**config.mk**
```make
export PLATFORM = sky130hd
export DESIGN_NAME = i2c_bus_frontend
export DESIGN_NICKNAME = d
export VERILOG_FILES = /design/src/rtl/i2c_fe_pkg.sv /design/src/rtl/i2c_glitch_filter.sv /design/src/rtl/i2c_bus_frontend.sv
export SDC_FILE = /design/constraint.sdc
export NUM_CORES = 1
export LEC_CHECK = 0
export CORE_ASPECT_RATIO = 0.7
export CORE_MARGIN = 5
export CORE_UTILIZATION = 45
export CTS_BUF_LIST = sky130_fd_sc_hd__clkbuf_4 sky130_fd_sc_hd__clkbuf_8
export CTS_CLUSTER_DIAMETER = 30
export DETAILED_ROUTE_END_ITERATION = 16
export MAX_ROUTING_LAYER = met4
export PLACE_DENSITY = 0.7
export SYNTH_ARGS = -nofsm -noshare
export SYNTH_HDL_FRONTEND = slang
export SYNTH_SLANG_ARGS = --single-unit
```
**constraint.sdc**
```tcl
create_clock -name clk -period 1.83 [get_ports clk]
set_clock_uncertainty 0.1 [all_clocks]
set_input_delay 0.183 -clock clk [delete_from_list [all_inputs] [get_ports clk]]
set_output_delay 0.183 -clock clk [all_outputs]
set_load 0.01 [all_outputs]
```
**src/rtl/i2c_fe_pkg.sv**
```systemverilog
// Shared constants for the I2C bus front end: default parameter values and
// the idle (released) bus level.
package i2c_fe_pkg;

  localparam int SYNC_STAGES_DEF = 2;
  localparam int FILT_LEN_DEF    = 3;
  localparam int TIMEOUT_CYC_DEF = 4096;

  localparam logic BUS_IDLE = 1'b1;

endpackage

```
**src/rtl/i2c_glitch_filter.sv**
```systemverilog
// Synchroniser chain followed by a consecutive-sample glitch filter for one
// open-drain bus line; idles high.
module i2c_glitch_filter
  import i2c_fe_pkg::*;
#(
  parameter int SYNC_STAGES = SYNC_STAGES_DEF,
  parameter int FILT_LEN    = FILT_LEN_DEF
) (
  input  logic clk,
  input  logic rst_n,
  input  logic ena,
  input  logic d,
  output logic q
);

  localparam int CNT_W = $clog2(FILT_LEN + 1);

  logic [SYNC_STAGES-1:0] sync;
  logic [CNT_W-1:0]       cnt;
  logic                   synced;

  assign synced = sync[SYNC_STAGES-1];

  always_ff @(posedge clk or negedge rst_n) begin
    if (!rst_n) begin
      sync <= {SYNC_STAGES{BUS_IDLE}};
    end else if (!ena) begin
      sync <= {SYNC_STAGES{BUS_IDLE}};
    end else begin
      sync <= {sync[SYNC_STAGES-2:0], d};
    end
  end

  // The filtered level only moves once the synced level has disagreed with it
  // for FILT_LEN consecutive cycles; any agreement restarts the count.
  always_ff @(posedge clk or negedge rst_n) begin
    if (!rst_n) begin
      q   <= BUS_IDLE;
      cnt <= '0;
    end else if (!ena) begin
      q   <= BUS_IDLE;
      cnt <= '0;
    end else if (synced == q) begin
      cnt <= '0;
    end else if (cnt == CNT_W'(FILT_LEN - 1)) begin
      q   <= synced;
      cnt <= '0;
    end else begin
      cnt <= cnt + 1'b1;
    end
  end

endmodule

```
**src/rtl/i2c_bus_frontend.sv**
```systemverilog
// I2C pin conditioning: filtered SCL/SDA, edge strobes, START/STOP detect,
// bus-busy tracking and an SCL stuck-low timeout.
module i2c_bus_frontend
  import i2c_fe_pkg::*;
#(
  parameter int SYNC_STAGES = SYNC_STAGES_DEF,
  parameter int FILT_LEN    = FILT_LEN_DEF,
  parameter int TIMEOUT_CYC = TIMEOUT_CYC_DEF
) (
  input  logic clk,
  input  logic rst_n,
  input  logic ena,
  input  logic scl_in,
  input  logic sda_in,
  output logic scl_o,
  output logic sda_o,
  output logic scl_rise,
  output logic scl_fall,
  output logic start_det,
  output logic stop_det,
  output logic bus_busy,
  output logic bus_timeout
);

  logic        scl_q;
  logic        sda_q;
  logic [15:0] tcnt;
  logic        scl_held_low;

  i2c_glitch_filter #(
    .SYNC_STAGES(SYNC_STAGES),
    .FILT_LEN   (FILT_LEN)
  ) u_scl_filt (
    .clk  (clk),
    .rst_n(rst_n),
    .ena  (ena),
    .d    (scl_in),
    .q    (scl_o)
  );

  i2c_glitch_filter #(
    .SYNC_STAGES(SYNC_STAGES),
    .FILT_LEN   (FILT_LEN)
  ) u_sda_filt (
    .clk  (clk),
    .rst_n(rst_n),
    .ena  (ena),
    .d    (sda_in),
    .q    (sda_o)
  );

  always_ff @(posedge clk or negedge rst_n) begin
    if (!rst_n) begin
      scl_q <= BUS_IDLE;
      sda_q <= BUS_IDLE;
    end else if (!ena) begin
      scl_q <= BUS_IDLE;
      sda_q <= BUS_IDLE;
    end else begin
      scl_q <= scl_o;
      sda_q <= sda_o;
    end
  end

  // START/STOP need SCL high on both sides of the SDA change, so a
  // simultaneous SCL+SDA transition only yields an SCL edge strobe.
  assign scl_rise  = scl_o & ~scl_q;
  assign scl_fall  = ~scl_o & scl_q;
  assign start_det = scl_o & scl_q & sda_q & ~sda_o;
  assign stop_det  = scl_o & scl_q & ~sda_q & sda_o;

  assign scl_held_low = bus_busy & ~scl_o;
  assign bus_timeout  = scl_held_low & (tcnt == 16'(TIMEOUT_CYC - 1));

  always_ff @(posedge clk or negedge rst_n) begin
    if (!rst_n) begin
      bus_busy <= 1'b0;
      tcnt     <= '0;
    end else if (!ena) begin
      bus_busy <= 1'b0;
      tcnt     <= '0;
    end else begin
      if (start_det) begin
        bus_busy <= 1'b1;
      end else if (stop_det || bus_timeout) begin
        bus_busy <= 1'b0;
      end
      if (scl_held_low && !bus_timeout) begin
        tcnt <= tcnt + 16'd1;
      end else begin
        tcnt <= '0;
      end
    end
  end

endmodule

```
After elaboration in Yosys (flattened, before gate mapping)
Cells that the tools add are included.

Flip-flop bits (word level): 29. Bits of input ports: 5. Output and inout port bits: 8. Word-level logic and storage cells: 62.

Add/subtract/negate cells: 3. Equal/unequal tests: 10. Mux-type cells: 21. Bitwise gates (word level): 13. Reduce and logical (&&, ||, !) cells: 5.

Operators with widths (count): 16-bit two-way mux (2); 16-bit by 1-bit adder with 16-bit output, second input constant (1); 16-bit by 12-bit equality test with 1-bit output, second input constant (1); 2-bit two-way mux (8); 1-bit two-way mux (11); 1-bit bitwise AND (9); 2-bit by 1-bit adder with 2-bit output, second input constant (2); 2-bit equality test, second input constant (2); 2-bit by 1-bit != test with 1-bit output, second input constant (2); 2-bit != test, second input constant (2); 1-bit inverter (4); 2-bit AND reduction (2); 3-bit by 1-bit != test with 1-bit output, second input constant (1); 1-bit equality test (2); 1-bit logical AND (1); 1-bit logical NOT (1); 1-bit logical OR (1).

Depth between registers and ports, before layout
Gate-level depths: netlist of run 1.

Depth after elaboration: 7. Mapped depth: 7. Mapped depth without buffers: 5.

By module
Synthesis of run 1 repeated with hierarchy kept, for this count alone.

Cell total of the unflattened synthesis: 120. Area, all modules: 1341.3 um^2.

By module, submodules not included: i2c_bus_frontend (times used 1, cells an instance 92, area an instance 948.4 um^2, seq. area each 478.0 um^2); i2c_glitch_filter (times used 2, cells an instance 14, area an instance 196.4 um^2, seq. area each 128.9 um^2).

Worst setup path before layout of run 1
No wires, ideal clock.

Kind: flip-flop to output port. Start: reg tcnt[0]. End: out bus_timeout. Data arrival time: 1.370 ns. Required time: 1.547 ns. Path slack: 0.177 ns. Cell stages (with the launch flop): 6. Path buffers: 1. Path through: dfrtp_1 -> ha_1 -> and4_1 -> buf_2 -> nand4_2 -> nor3b_1.

Longest elaborated chain between the ends: 2.

Ends and longest elaborated chain: start: declaration (line i2c_bus_frontend.sv:27) `logic [15:0] tcnt;`; start signal: assignment (line i2c_bus_frontend.sv:89) `tcnt <= tcnt + 16'd1;`; 16-bit by 12-bit equality test with 1-bit output (line i2c_bus_frontend.sv:73) `assign bus_timeout = scl_held_low & (tcnt == 16'(TIMEOUT_CYC - 1));`; 1-bit bitwise AND (line i2c_bus_frontend.sv:73); end: declaration (line i2c_bus_frontend.sv:22) `output logic bus_timeout`.

Every way passes these cells.

Worst setup path in the final report of run 1
Start: reg tcnt[1]. End: out bus_timeout.

The elaborated chain is that of the path after synthesis.

==> results of run 1 <==
[cells in the mapped netlist]
master / number / area [um^2]
nor2_2: 2 / 12.5
nor3b_1: 3 / 22.5
nor2_1: 15 / 56.3
nor4_1: 3 / 18.8
nand3_1: 5 / 25.0
o211a_1: 1 / 10.0
ha_1: 1 / 12.5
clkbuf_1: 1 / 3.75
xor2_1: 7 / 61.3
nand2b_1: 6 / 37.5
dfstp_2: 8 / 210
and4_2: 1 / 10.0
nor4b_1: 2 / 17.5
nand4b_4: 1 / 23.8
nor4_2: 1 / 12.5
xnor2_1: 9 / 78.8
and4_1: 2 / 17.5
buf_8: 1 / 15.0
and3_1: 1 / 6.26
buf_2: 2 / 10.0
inv_1: 1 / 3.75
nor3_1: 2 / 10.0
nor4bb_1: 2 / 20.0
nor2b_1: 4 / 25.0
nand4_1: 4 / 25.0
nand2_1: 7 / 26.3
o21ai_0: 2 / 10.0
mux2i_1: 2 / 20.0
a31oi_1: 1 / 6.26
dfrtp_1: 21 / 526
nand4_2: 2 / 25.0
[worst max-delay path, delay by kind of cell (launching register included)]
family | cells | cell delay (ns)
fa+ha+maj | 1 | 0.19
buf+inv | 1 | 0.15
flops | 1 | 0.36
simple gates | 3 | 0.49
[area by class of cell]
cell class / instances / area [um^2]
clock buffer: 7 / 96.3
clock inverter: 1 / 5.00
fill: 222 / 1010
inverter: 1 / 3.75
multi-input combinational: 86 / 637
sequential: 29 / 736
tap: 36 / 45.0
timing repair buffer: 37 / 308
[routing by layer]
| layer | vias up | global-route usage [%] |
|---|---|---|
| met5 | - | - |
| met4 | 0 | 3.99 |
| met3 | 2 | 7.04 |
| met2 | 24 | 21.0 |
| met1 | 497 | 20.0 |
| li1 | 496 | - |
[power by group through the flow]
| stage | Clock, W | Combinational [W] | Sequential, W |
|---|---|---|---|
| floorplan | 0 | 0.00000984 | 0.000663 |
| global placement | 0 | 0.0000359 | 0.000664 |
| detailed placement | 0 | 0.0000369 | 0.000664 |
| CTS | 0.000586 | 0.0000370 | 0.000653 |
| global route | 0.000627 | 0.0000406 | 0.000653 |
| finish | 0.000575 | 0.0000356 | 0.000653 |
[what timing repair did]
| action | CTS | global route |
|---|---|---|
| setup buffers | 1 | 0 |
| setup endpoints to repair | 5 | 4 |
| resized for setup | 11 | 10 |
| pin swaps | 0 | 2 |
[path summary, 6_finish.rpt]
path                            slack (ns)  cells past startpoint                 end
worst max-delay path                  0.08                      5         bus_timeout
worst min-delay path                  0.18                      2             tcnt[9]
worst max register to register        0.22                      6            tcnt[12]
worst min register to register        0.35                      1   u_sda_filt.cnt[0]
max in group asynchronous             1.13                      2  u_sda_filt.sync[1]
min in group clk                      0.33                      2  u_sda_filt.sync[0]
[logic make-up (layout without fill, tap and decap cells)]
family | count (synthesis) | after routing | share of synthesized area (%)
AOI/OAI and AO/OA | 4 | 4 | 1.93
muxes | 2 | 2 | 1.47
adders and majority gates | 1 | 1 | 0.921
DFF | 29 | 29 | 54.1
xor gates and xnor gates | 16 | 16 | 10.3
and+or+nand+nor | 63 | 63 | 28.8
buffers and inverters | 5 | 46 | 2.39
[flip-flops by register name, summed over array words and instances, names as in the netlist]
| signal | cells |
|---|---|
| u_sda_filt.cnt | 2 |
| tcnt | 16 |
| u_sda_filt.sync | 2 |
| u_scl_filt.cnt | 2 |
| u_scl_filt.sync | 2 |
| u_scl_filt.q | 1 |
| scl_q | 1 |
| bus_busy | 1 |
| u_sda_filt.q | 1 |
| sda_q | 1 |
[through the flow]
step	power [W]	hold slack [ns]	instance area [um^2]
global placement	0.000700	0.336	1680
floorplan	0.000673	-0.213	1360
detailed placement	0.000701	0.349	1680
CTS	0.00128	0.194	1790
finish	0.00126	0.184	1830
global route	0.00132	0.216	1830
==> reports/results.ini, run 1 <==
[outcome]
outcome = finished, final reports clean

[route]
drc = 0
firstDrtPassIters = 4
routed.top_layer = met4
totalWireLength_um = 2730
via_count = 1019
drtAntennaViolNets = 0
via_per_inst = 5.17
drtIter0Drc = 34
dr_wl_met3_um = 171
met1_length_um = 1270
routedWlPerCell_um = 13.9
met2RoutedLength_um = 1280

[timing]
slew_violations = 0
tns_ns = 0
slew-limit-headroom_pct = 75.7
tightestPinTransition_ns = 0.365
rsz0062_at_grt = no
hold_viol_final = 0
fin_ws_ns = 0.0790
finalSetupViolCount = 0
fmax_mhz = 571
fin_crit_sh_pct = 95.7
fin_crit_ns = 1.75

[pwr]
clockPowerShare_pct = 45.5
p_int_w = 0.00101
combPwrFrac_pct = 2.8
swShare_pct = 20.4
irDropWorstVdd_mv = 0.754
power.density_nw_per_um2 = 690
p_sw_w = 0.000258
power_frac_seq_pct = 51.7
p_leak_nw = 0.799

[die]
chipWidth_um = 75.7
io_pins = 13
rows = 16
die-area_um2 = 4240
start_util_pct = 47.8
die_height_um = 56.0
coreArea_um2 = 2840

[synthesis]
syn_area_per_cell_um2 = 11.3
yosys_register_bits = 29
syn_inst = 120
synth_fp_nets = 126
yosysWarningCount = 0
yosysUniqueCellTypes = 31
ys_seq_area_share_pct = 54.1
netlist_area_um2 = 1360

[worst_setup_path]
worstPathRequired_ns = 1.55
cp-end-kind = output port
path_max_fanout = 2
cp-start-kind = flip-flop
crit_path_cell_trace = ha_2, and4_4, nand4_4, nor3b_2, buf_2
slowest_stage = dfrtp_1
crit_path_max_incr_delay_ns = 0.36
critPathArrivalTime_ns = 1.47
reg2reg_from = tcnt[1]
critical_path.startpoint = tcnt[1]
criticalPathCategory = reg2out

[clock_tree]
cts.sinks = 29
clk-insertion-delay-late_ns = 0.27
h-tree-depth = 2
cts-buffers-inserted = 5
cts_root_buf = clkbuf_8
clockBufferDepth = 2
clk_pin_slew_worst_paths_ns = 0.06
ctsHoldBuffers = 0
cts_tree = built

[cells_and_area]
drive_gt1_share_pct = 35.4
final_common_cell = buf_4
n_antenna_cell = 0
final_cell_mix = buf_4, dfrtp_1, nor2_1
nNetsFinal = 166
synthToLayoutAreaGrowth_pct = 34.7
fin_util_pct = 64.4
stdcell_count = 197

[placement]
place_inst = 188
dp_slack_ns = -0.0982
place_hpwl_um = 2000
portBuffers = 12
globalplace.congestion = 0.825

[global_route]
gr-total-overflow = 0
grt_antenna_before_repair = 0
grt_pass1_wl_um = 4730
grt_pass1_vias = 1052
grt_usage_pct = 15.2
grt_max_degree = 30

[min_path]
hold_path_class = in2async

[run]
cap_violations = 0

Note: power is estimated with default switching activity, not from simulation.
==> run 2: changes to the inputs <==
Settings changed: SETUP_SLACK_MARGIN set to 0.2.
==> run 2 against run 1 <==
Against the previous run: combinational power grew 4%; clock power decreased by 12%; sequential share of layout area grew 0.94 points; first-iteration DRC count rose to 2.5 times the previous value; global-route usage fell by 0.80 points; non-clock buffer count fell by 3; worst setup slack improved by 0.021 ns; critical endpoint unchanged; highest routed layer unchanged.
==> reports/results.ini, run 2 (same netlist as run 1, synthesis figures left out) <==
[die]
start_util_pct = 47.8
die-area_um2 = 4240
io_pins = 13
rows = 16
coreArea_um2 = 2840
die_height_um = 56.0
chipWidth_um = 75.7

[global_route]
grt_pass1_vias = 1027
grt_max_degree = 30
grt_antenna_before_repair = 0
gr-total-overflow = 0
grt_usage_pct = 14.4
grt_pass1_wl_um = 4530

[route]
drc = 0
via_count = 1026
via_per_inst = 5.26
drtIter0Drc = 86
drtAntennaViolNets = 0
totalWireLength_um = 2730
routedWlPerCell_um = 14.0
firstDrtPassIters = 4

[timing]
fin_crit_sh_pct = 94.5
fin_crit_ns = 1.73
tns_ns = 0
fin_ws_ns = 0.100
slew_violations = 0
timing.hold.ws_ns = 0.188
hold_viol_final = 0
fmax_mhz = 578
finalSetupViolCount = 0
tightestPinTransition_ns = 0.364
rsz0062_at_grt = yes
slew-limit-headroom_pct = 75.7

[cells_and_area]
multi_input_area_um2 = 658
largest_register = tcnt
fillers = 234
seqCellArea_um2 = 737
final_common_cell = buf_4
fin_util_pct = 63.0
largest_reg_flops = 16
synthToLayoutAreaGrowth_pct = 31.9
nNetsFinal = 164
stdcell_count = 195
n_antenna_cell = 0
final_cell_mix = buf_4, dfrtp_1, nor2_1
drive_gt1_share_pct = 35.8

[run]
cap_violations = 0

[clock_tree]
cts_setup_buffers = 0
clk-insertion-delay-late_ns = 0.28
cts_tree = built
cts-buffers-inserted = 5
clk_pin_slew_worst_paths_ns = 0.06
cts_root_buf = clkbuf_8
cts.sinks = 29
clockBufferDepth = 2
ctsHoldBuffers = 0
h-tree-depth = 2

[worst_setup_path]
cp-start-kind = flip-flop
r2r_cells = 6
crit_path_max_incr_delay_ns = 0.36
crit_path_cell_trace = ha_2, and4_4, nand4_4, nor3b_2, buf_2
slowest_stage = dfrtp_1
critPathArrivalTime_ns = 1.45
worstPathRequired_ns = 1.55
path_max_fanout = 2
cp-end-kind = output port
criticalPathCategory = reg2out

[min_path]
hold_path_class = in2async

[outcome]
outcome = finished, final reports clean

[pwr]
irDropWorstVdd_mv = 0.382
power.density_nw_per_um2 = 668
p_leak_nw = 0.769

[placement]
portBuffers = 12
dp_slack_ns = -0.0784
globalplace.congestion = 0.860
place_hpwl_um = 1850
place_inst = 186

[run 2: cell types whose count changed in the layout (fill, tap and decap cells not counted), sizes merged]
cell | previous run | this run
clkdlybuf4s15 | 2 | 0
dlygate4sd2 | 1 | 3
dlymetal6s2s | 2 | 0
clkbuf | 7 | 6
clkdlybuf4s50 | 6 | 5
clkinv | 1 | 2
nand4b | 1 | 2
[run 2: layout make-up]
type	instances	share of cell area, %
clock buffer	6	4.26
tap	36	2.51
multi-input combinational	87	36.7
timing repair buffer	34	14.6
clock inverter	2	0.559
inverter	1	0.209
sequential	29	41.1
[run 2: power breakdown]
group | total (W) | leakage [nW] | switching [W] | internal [W]
clock | 0.000507 | 0.0484 | 0.000230 | 0.000277
sequential | 0.000653 | 0.376 | 0.00000239 | 0.000650
combinational | 0.0000372 | 0.345 | 0.0000214 | 0.0000158
[run 2: worst max-delay path, delay by kind of cell, from the launching register on]
family                     cells  cell delay (ns)
buffers and inverters          1             0.14
DFF                            1             0.36
and+or+nand+nor                3             0.48
adders and majority gates      1             0.19
[run 2: worst paths after layout]
check                                   from                  to  slack (ns)
setup / recovery                     tcnt[1]         bus_timeout        0.10
hold / removal                         rst_n             tcnt[7]        0.19
setup reg to reg                     tcnt[1]             tcnt[2]        0.33
hold reg to reg            u_scl_filt.cnt[0]   u_scl_filt.cnt[0]        0.36
max in group asynchronous              rst_n  u_sda_filt.sync[0]        1.13
min in group clk                      scl_in  u_scl_filt.sync[0]        0.33
[run 2: repair_timing]
item                                    CTS  global route
gates resized for setup                  21             7
endpoints found under the setup margin   23            20
pin swaps                                 0             2
gates cloned                              0             1
[run 2: stage by stage]
step	total power, W	cell area [um^2]
2_1_floorplan	0.000673	1360
3_3_place_gp	0.000700	1670
3_5_place_dp	0.000701	1670
4_1_cts	0.00122	1740
5_1_grt	0.00125	1790
6_report	0.00120	1790
[run 2: metal layers]
layer	up-vias	routed length [um]	global-route usage, %
met5	-	0	-
met4	0	21	3.99
met3	4	162	5.96
li1	495	-	-
met2	28	1200	20.0
met1	499	1340	19.2
